### config.mk
export PLATFORM = sky130hd
export DESIGN_NAME = control_module_flat
export DESIGN_NICKNAME = d
export VERILOG_FILES = /design/src/rtl/control_module_pkg.sv /design/src/rtl/control_module_if.sv /design/src/rtl/control_module_en_delay_line.sv /design/src/rtl/control_module.sv /design/src/flat_wrapper.sv
export SDC_FILE = /design/constraint.sdc
export NUM_CORES = 1
export LEC_CHECK = 0
export ABC_AREA = 1
export BUFFER_PORTS_ARGS = -buffer_cell sky130_fd_sc_hd__buf_2
export CAP_MARGIN = 5
export CORE_MARGIN = 2
export CORE_UTILIZATION = 25
export CTS_BUF_LIST = sky130_fd_sc_hd__clkbuf_4 sky130_fd_sc_hd__clkbuf_8
export CTS_CLUSTER_SIZE = 10
export DETAILED_ROUTE_END_ITERATION = 6
export PLACE_DENSITY_LB_ADDON = 0.2
export SYNTH_ARGS = -nofsm -noshare
export SYNTH_HDL_FRONTEND = slang
export SYNTH_SLANG_ARGS = --single-unit
export TNS_END_PERCENT = 20
### constraint.sdc
create_clock -name clk -period 1.5 [get_ports clk]
set_input_delay 0.15 -clock clk [delete_from_list [all_inputs] [get_ports clk]]
set_output_delay 0.15 -clock clk [all_outputs]
set_load 0.02 [all_outputs]
### src/rtl/control_module_pkg.sv
// rtl/control_module_pkg.sv - shared state encoding and derived frame constants
package control_module_pkg;

  typedef logic [1:0] state_t;

  localparam state_t ST_IDLE  = 2'd0;
  localparam state_t ST_RUN   = 2'd1;
  localparam state_t ST_FLUSH = 2'd2;
  localparam state_t ST_DONE  = 2'd3;

  function automatic int calc_n(input int img_w, input int img_h);
    return img_w * img_h;
  endfunction

  // Pixels that must land in the row buffer before the first window read.
  function automatic int calc_lag(input int img_w, input int k);
    return (k - 1) * img_w;
  endfunction

  function automatic int calc_cnt_w(input int n);
    return $clog2(n + 1);
  endfunction

endpackage

### src/rtl/control_module_if.sv
// rtl/control_module_if.sv - frame request and pipeline enable bundle
interface control_module_if;
  logic start;
  logic complete;
  logic en_e_mem_addr;
  logic en_w_bram_addr;
  logic en_r_bram_addr;
  logic en_a;
  logic en_b;

  modport master (
    input  start,
    output complete, en_e_mem_addr, en_w_bram_addr, en_r_bram_addr, en_a, en_b
  );

  modport slave (
    output start,
    input  complete, en_e_mem_addr, en_w_bram_addr, en_r_bram_addr, en_a, en_b
  );
endinterface

### src/rtl/control_module_en_delay_line.sv
// rtl/control_module_en_delay_line.sv - registered enable delay of DEPTH cycles
module en_delay_line #(
  parameter int DEPTH = 1
) (
  input  logic clk,
  input  logic rst_n,
  input  logic d,
  output logic q
);
  logic [DEPTH-1:0] sr;

  always_ff @(posedge clk or negedge rst_n) begin
    if (!rst_n) begin
      sr <= '0;
    end else begin
      sr[0] <= d;
      for (int i = 1; i < DEPTH; i++) sr[i] <= sr[i-1];
    end
  end

  assign q = sr[DEPTH-1];
endmodule

### src/rtl/control_module.sv
// rtl/control_module.sv - frame sequencer for a row-buffered KxK window pipeline
module control_module
  import control_module_pkg::*;
#(
  parameter int IMG_W = 256,
  parameter int IMG_H = 256,
  parameter int K     = 3
) (
  input logic            clk,
  input logic            rst_n,
  control_module_if.master bus
);
  localparam int N   = calc_n(IMG_W, IMG_H);
  localparam int LAG = calc_lag(IMG_W, K);
  localparam int CW  = calc_cnt_w(N);

  localparam logic [CW-1:0] N_C   = CW'(N);
  localparam logic [CW:0]   LAG_C = (CW+1)'(LAG);

  state_t          state;
  logic [CW-1:0]   pix_cnt;
  logic [CW-1:0]   wr_cnt;
  logic            en_e;
  logic            en_r;
  logic            complete;
  logic            en_w;
  logic            en_a;
  logic            en_b;

  always_ff @(posedge clk or negedge rst_n) begin
    if (!rst_n) begin
      state    <= ST_IDLE;
      pix_cnt  <= '0;
      en_e     <= 1'b0;
      complete <= 1'b0;
    end else begin
      case (state)
        ST_IDLE: begin
          if (bus.start) begin
            state   <= ST_RUN;
            en_e    <= 1'b1;
            pix_cnt <= CW'(1);
          end
        end
        ST_RUN: begin
          if (pix_cnt == N_C) begin
            en_e  <= 1'b0;
            state <= ST_FLUSH;
          end else begin
            pix_cnt <= pix_cnt + CW'(1);
          end
        end
        ST_FLUSH: begin
          // Only the final en_b pulse remains once every earlier stage has drained.
          if (en_b && !en_a && !en_r && !en_w) begin
            state    <= ST_DONE;
            complete <= 1'b1;
          end
        end
        ST_DONE: begin
          if (!bus.start) begin
            state    <= ST_IDLE;
            complete <= 1'b0;
          end
        end
        default: state <= ST_IDLE;
      endcase
    end
  end

  // en_r is registered one cycle ahead: next cycle's write count is wr_cnt plus this cycle's write.
  always_ff @(posedge clk or negedge rst_n) begin
    if (!rst_n) begin
      wr_cnt <= '0;
      en_r   <= 1'b0;
    end else begin
      if (state == ST_IDLE) wr_cnt <= '0;
      else if (en_w)        wr_cnt <= wr_cnt + CW'(1);
      en_r <= en_e && (({1'b0, wr_cnt} + {{CW{1'b0}}, en_w}) >= LAG_C);
    end
  end

  en_delay_line #(.DEPTH(1)) u_dly_w (.clk(clk), .rst_n(rst_n), .d(en_e), .q(en_w));
  en_delay_line #(.DEPTH(1)) u_dly_a (.clk(clk), .rst_n(rst_n), .d(en_r), .q(en_a));
  en_delay_line #(.DEPTH(1)) u_dly_b (.clk(clk), .rst_n(rst_n), .d(en_a), .q(en_b));

  assign bus.complete       = complete;
  assign bus.en_e_mem_addr  = en_e;
  assign bus.en_w_bram_addr = en_w;
  assign bus.en_r_bram_addr = en_r;
  assign bus.en_a           = en_a;
  assign bus.en_b           = en_b;
endmodule

### src/flat_wrapper.sv
// flat-port wrapper written by rule: the top's interface ports become plain ports
module control_module_flat import control_module_pkg::*;
#(
  parameter int IMG_W = 256,
  parameter int IMG_H = 256,
  parameter int K     = 3
)
  (clk, rst_n, bus_start, bus_complete, bus_en_e_mem_addr, bus_en_w_bram_addr, bus_en_r_bram_addr, bus_en_a, bus_en_b);
  control_module_if bus_i ();
  input logic clk;
  input logic rst_n;
  input wire logic [$bits(bus_i.start)-1:0] bus_start;
  output wire logic [$bits(bus_i.complete)-1:0] bus_complete;
  output wire logic [$bits(bus_i.en_e_mem_addr)-1:0] bus_en_e_mem_addr;
  output wire logic [$bits(bus_i.en_w_bram_addr)-1:0] bus_en_w_bram_addr;
  output wire logic [$bits(bus_i.en_r_bram_addr)-1:0] bus_en_r_bram_addr;
  output wire logic [$bits(bus_i.en_a)-1:0] bus_en_a;
  output wire logic [$bits(bus_i.en_b)-1:0] bus_en_b;
  assign bus_i.start = bus_start;
  assign bus_complete = bus_i.complete;
  assign bus_en_e_mem_addr = bus_i.en_e_mem_addr;
  assign bus_en_w_bram_addr = bus_i.en_w_bram_addr;
  assign bus_en_r_bram_addr = bus_i.en_r_bram_addr;
  assign bus_en_a = bus_i.en_a;
  assign bus_en_b = bus_i.en_b;
  control_module #(.IMG_W(IMG_W), .IMG_H(IMG_H), .K(K)) u_core (.clk(clk), .rst_n(rst_n), .bus(bus_i));
endmodule
==> flow_metrics.tcl, run 1 <==
set metrics [dict create \
    die-area_um2 11740 \
    fin_area_um2 3979 \
    r2r_slack_ns -0.07 \
    status "finished, violations left" \
    vias 2616 \
    r2r-end "u_core.bus.en_r_bram_addr" \
    clk_path_buf_depth 2 \
    grt_busiest_layer "met2" \
    start_util 0.2534 \
    worst_pin_slew_ns 0.4624 \
    dpl_cell_area_um2 3430 \
    drt-vias-per-instance 4.389 \
    critPathCapture "u_core.bus.en_r_bram_addr" \
    cp-start-kind "register" \
    cts_root_buf "clkbuf_8" \
    worstPathMaxFanout 4 \
    pwr-share-clk 0.159 \
    ys_seq_area_frac 0.3860 \
    synth_flop_cell "dfrtp_1" \
    place_hpwl_mm 5.444 \
    drc_errors 0 \
    area_delta_synth_final_pct 46.14 \
    clkLatencyLatePin_ns 0.29 \
    io_buffers 8 \
    cp_common_cell "nand2_1" \
    pwr-share-comb 0.555 \
    pwr-share-seq 0.286 \
    grt_antenna_before_repair 0 \
    n_antenna_cell 0 \
    numCtsBuffers 5 \
    r2r-start "u_core.u_dly_w.q" \
    p_switching_mw 2.012 \
    fin_cells 596 \
    cts_tree "done" \
    synth_seq_cells 42 \
    place_congestion 0.8431 \
    dp.cells 576 \
    worstSetupEndpointType "register" \
    switching_share 0.4015 \
    min_period_over_period 1.048 \
    wl_per_cell_um 12.57 \
    rows 38 \
    synth_cells 373 \
    htree_levels 2 \
    finalCriticalPeriod_ns 1.572 \
    timing_hold_violations_final 0 \
    max_stage_delay_ns 0.40 \
    maxSlewViolCount 0 \
    clk_pin_slew_ns 0.09 \
    power.density_nw_per_um2 1259 \
    tns_ns -0.8700 \
    total_power_mw 5.010 \
    die_h_um 108.4 \
    path_class "reg -> reg" \
    antenna_left 0 \
    use_met3 0.02230 \
    syn_area_um2 2723 \
    rsz0062_at_grt "yes" \
    cap_violations 0 \
    crit_chain "ha_4 -> ha_4 -> nand3_4 -> nor2_4 -> nand4_1 -> nand2_1 -> nand2_1 -> nor2_1 -> nand3_1 -> nand2_1 -> inv_1" \
    synth_async_sr_flop_share 1.000 \
    met1_usage 0.1626 \
    grt_usage 0.1329 \
    clock_sinks 42 \
    worst_hold_slack_ns 0.2828 \
    failed_checks "setup timing" \
    synth_top_area_share 0.3860 \
    p_leak_nw 1.928 \
    drtIter0Drc 43 \
    hp-class "in -> reg" \
    yosys_warnings 0 \
    worstPathArrival_ns 1.77 \
    fmax_mhz 636.0 \
    io_pins 9 \
    setup_viol 19 \
    startpoint "u_core.u_dly_w.q" \
    yosys-top-cells-count "nand2_1 (90), inv_1 (46), nor2_1 (45)" \
    wirelength_mm 7.489 \
    gr-total-overflow 0 \
    grt_max_degree 27 \
    internal_power_mw 2.998 \
    pre_cts_slack_ns -0.1738 \
    cp.required_ns 1.69 \
    synth_area_per_cell_um2 7.299 \
    synth_cell_type_count 34 \
    relSlewSlack 0.6917 \
    grt_pass1_vias 2651 \
    nets 467 \
    core_um2 10750 \
    setup_ws_ns -0.07233 \
    drive_gt1_frac 0.3860 \
    yosysTopAreaCell "dfrtp_1" \
    synthTopCellsByArea "dfrtp_1 (39%), nand2_1 (12%), nand3_1 (6.8%)" \
    post-route-util 0.3703 \
    synth_edf_count 0 \
    use_met2 0.2358 \
    peakVddDrop_mv 0.9675 \
    grt_pass1_wl_mm 12.40 \
    cp_slowest_cell "dfrtp_2" \
    synthMostInstantiatedCell "nand2_1" \
    r2r_cells 11 \
    syn-num-nets 385 \
    skew_ns 0.009974 \
    die_w_um 108.4 \
    drt_pass1_iterations 4 \
]
==> layer usage <==
metal | vias up | share of wire | wire length (um)
li1 | 1359 | - | -
met1 | 1233 | 0.45 | 3368
met2 | 18 | 0.52 | 3888
met3 | 6 | 0.020 | 147
met4 | 0 | 0.011 | 85
met5 | - | 0 | 0
==> worst min-delay path by stage <==
stage,end,depth (start not counted),from,slack (ns)
6_report,u_core.state[1],4,bus_start,0.28
5_1_grt,u_core.state[0],4,bus_start,0.32
4_1_cts,u_core.state[1],4,bus_start,0.33
3_5_place_dp,u_core.wr_cnt[5],1,rst_n,0.13
3_3_place_gp,u_core.wr_cnt[5],1,rst_n,0.12
2_1_floorplan,u_core.bus.complete,0,rst_n,-0.15
==> power groups by stage <==
stage	clock network [mW]	registers (mW)	logic (mW)
floorplan	0	1.51	1.05
global placement	0	1.43	1.95
detailed placement	0	1.43	1.97
CTS	0.845	1.42	2.15
global route	0.880	1.46	3.04
finish	0.797	1.43	2.78
==> layout by cell type, fill, tap and decap left out, drive strengths merged, types with 2 or more instances in the layout <==
master,Yosys,layout
nand2,97,97
buf,6,80
nor2,54,54
inv,48,48
dfrtp,42,42
nand3,38,38
o21ai,21,21
a21oi,13,13
xor2,11,11
nor3,9,9
ha,9,9
clkbuf,2,9
nand4,8,8
nand3b,3,3
nor4,3,3
a31oi,2,2
nor3b,2,2
==> critical path: cells and delay by family (launching register included) <==
family	cells	cell delay (ns)
simple gates	8	0.75
fa+ha+maj	2	0.30
flops	1	0.40
buf+inv	1	0.03
==> timing repair <==
| item | 4_1_cts | 5_1_grt |
|---|---|---|
| pin swaps | 16 | 19 |
| cloned | 0 | 3 |
| endpoints found under the hold margin | 16 | 0 |
| resized for setup | 24 | 64 |
| setup buffers | 7 | 1 |
| hold buffers | 1 | 0 |
| endpoints found under the setup margin | 28 | 33 |
==> layout make-up <==
| type | count | area (um2) |
|---|---|---|
| inverter | 48 | 185.2 |
| multi-input combinational | 275 | 1774 |
| tap | 140 | 175.2 |
| fill | 1164 | 6766 |
| timing repair buffer | 83 | 695.7 |
| sequential | 42 | 1054 |
| clock buffer | 7 | 90.09 |
| clock inverter | 1 | 5.005 |
==> cells by family (layout without fill, tap and decap cells) <==
group,Yosys count,after routing,synth area share
and+or+nand+nor,215,215,0.3617
buffers and inverters,56,139,0.08824
DFF,42,42,0.3860
AOI/OAI and AO/OA,39,39,0.08410
xor gates and xnor gates,12,12,0.03860
adders and majority gates,9,9,0.04136
==> state kept, by name (all words and copies together), names as in the netlist <==
register and cells:
u_core.bus.complete 1, u_core.u_dly_b.q 1, u_core.state 2, u_core.bus.en_e_mem_addr 1, u_core.pix_cnt 17, u_core.wr_cnt 17
u_core.u_dly_a.q 1, u_core.bus.en_r_bram_addr 1, u_core.u_dly_w.q 1
Power figures use the tool's default switching activity.
==> inputs of run 2 (changes only) <==
- SETUP_SLACK_MARGIN: unset -> 0.4
==> run 2 against run 1 <==
Effect of this change:
- the flow still finishes with violations (setup timing)
- largest cell class unchanged
- die area is the same
- setup slack worse by 0.017 ns
- sequential power is essentially flat
- first-iteration DRC count grew to 2.8 times the previous value
- flip-flop and latch count stayed put
- combinational power is 6% lower
- worst hold slack lost 0.033 ns
==> flow_metrics.tcl, run 2 (synthesized netlist as in run 1, its figures left out) <==
set metrics [dict create \
    skew_ns 0.01831 \
    status "finished, violations left" \
    clk_path_buf_depth 2 \
    start_util 0.2534 \
    grt_max_degree 25 \
    drt-vias-per-instance 4.404 \
    wl_per_cell_um 12.13 \
    clkLatencyLatePin_ns 0.30 \
    core_um2 10750 \
    vias 2616 \
    cp-start-kind "register" \
    pre_cts_slack_ns -0.1427 \
    die-area_um2 11740 \
    place_congestion 0.8219 \
    wirelength_mm 7.208 \
    worstPathMaxFanout 4 \
    layout_commonest_cell "nand2_1" \
    max_stage_delay_ns 0.41 \
    io_pins 9 \
    dpl_cell_area_um2 3427 \
    area_delta_synth_final_pct 43.98 \
    path_class "reg -> reg" \
    cp_slowest_cell "dfrtp_1" \
    worstPathArrival_ns 1.76 \
    power.density_nw_per_um2 1260 \
    place_hpwl_mm 5.385 \
    grt_antenna_before_repair 0 \
    clock_sinks 42 \
    cts_tree "done" \
    rsz0062_at_grt "yes" \
    die_h_um 108.4 \
    maxSlewViolCount 0 \
    p_leak_nw 1.885 \
    crit_chain "buf_4 -> ha_1 -> nand2_2 -> nor2_2 -> nand2_2 -> inv_2 -> nand2_2 -> nor3b_2 -> nor3_1" \
    drc_errors 0 \
    fin_area_um2 3920 \
    startpoint "u_core.wr_cnt[0]" \
    r2r-end "u_core.wr_cnt[14]" \
    htree_levels 2 \
    crit_family "simple AND/OR/NAND/NOR gates" \
    drt_pass1_iterations 4 \
    clk_pin_slew_ns 0.10 \
    min_period_over_period 1.059 \
    worst_pin_slew_ns 0.3480 \
    r2r-start "u_core.wr_cnt[0]" \
    finalCriticalPeriod_ns 1.589 \
    grt_pass1_vias 2598 \
    reg_top3 "u_core.pix_cnt x17, u_core.wr_cnt x17, u_core.state x2" \
    numCtsBuffers 5 \
    setup_ws_ns -0.08910 \
    hp-class "in -> async" \
    fmax_mhz 629.3 \
    final_cell_mix "nand2_1 (74), buf_4 (61), inv_1 (41)" \
    cp_common_cell "nand2_2" \
    cp.required_ns 1.67 \
    r2r_cells 9 \
    io_buffers 8 \
    setup_viol 22 \
    tns_ns -0.5996 \
    timing_hold_violations_final 0 \
    die_w_um 108.4 \
    failed_checks "setup timing" \
    r2r_slack_ns -0.09 \
    drtIter0Drc 121 \
    relSlewSlack 0.7658 \
    rows 38 \
    grt_usage 0.1339 \
    gr-total-overflow 0 \
    peakVddDrop_mv 1.014 \
    n_antenna_cell 0 \
    fill_cells 1165 \
    nets 465 \
    cap_violations 0 \
    worstSetupEndpointType "register" \
    drive_gt1_frac 0.3789 \
    cts_root_buf "clkbuf_8" \
    crit_buf_inv 2 \
    antenna_left 0 \
    grt_pass1_wl_mm 12.46 \
]
==> run 2: cell count changes in the layout (fill, tap and decap cells not counted), sizes merged <==
cell    delta
clkbuf     -3
bufinv     +1
buf        -1
clkinv     +1
==> run 2: repair_timing <==
action / in CTS / in global routing
buffers inserted: 4 / 4
gates resized for setup: 28 / 46
hold buffers: 1 / 0
pin swaps: 19 / 15
cloned: 1 / 1
endpoints found under the setup margin: 40 / 40
endpoints found under the hold margin: 22 / 0
==> run 2: worst max-delay path by stage <==
| stage | cells past startpoint | slack [ns] | to |
|---|---|---|---|
| floorplan | 13 | -0.03 | u_core.bus.en_r_bram_addr |
| global placement | 13 | -0.13 | u_core.bus.en_r_bram_addr |
| detailed placement | 11 | -0.14 | u_core.bus.en_r_bram_addr |
| CTS | 13 | -0.11 | u_core.bus.en_r_bram_addr |
| global route | 13 | -0.23 | u_core.bus.en_r_bram_addr |
| finish | 9 | -0.09 | u_core.wr_cnt[14] |
==> run 2: where the power goes <==
part           switching (mW)  internal (mW)
Clock                   0.417          0.491
Sequential              0.145           1.29
Combinational            1.37           1.23
==> run 2: layer usage <==
metal | share of wire | routed length (um) | GRT usage | up-vias
met1 | 0.48 | 3473 | 0.1768 | 1221
met2 | 0.48 | 3479 | 0.2215 | 31
met4 | 0.012 | 90 | 0.04212 | 0
met5 | 0 | 0 | 0 | -
li1 | - | - | - | 1356
met3 | 0.023 | 165 | 0.02532 | 8
==> run 2: stage by stage <==
stage / instances / total power [mW] / hold slack (ns) / utilization
after global placement: 575 / 3.378 / 0.03906 / 0.3189
after CTS: 589 / 4.563 / 0.2556 / 0.3429
final: 594 / 4.941 / 0.2496 / 0.3648
after detailed placement: 575 / 3.386 / 0.03736 / 0.3189
after global routing: 594 / 5.308 / 0.2657 / 0.3648
after floorplan: 373 / 2.573 / -0.1456 / -
==> run 2: layout make-up <==
cell class              count  area [um2]  area share
multi-input cells         275        1733      0.4421
flip-flops and latches     42        1054      0.2688
repair buffers             81       669.4      0.1708
inverters                  48       180.2     0.04596
well taps                 140       175.2     0.04469
clock buffers               5       68.82     0.01756
clock inverters             3       40.04     0.01021
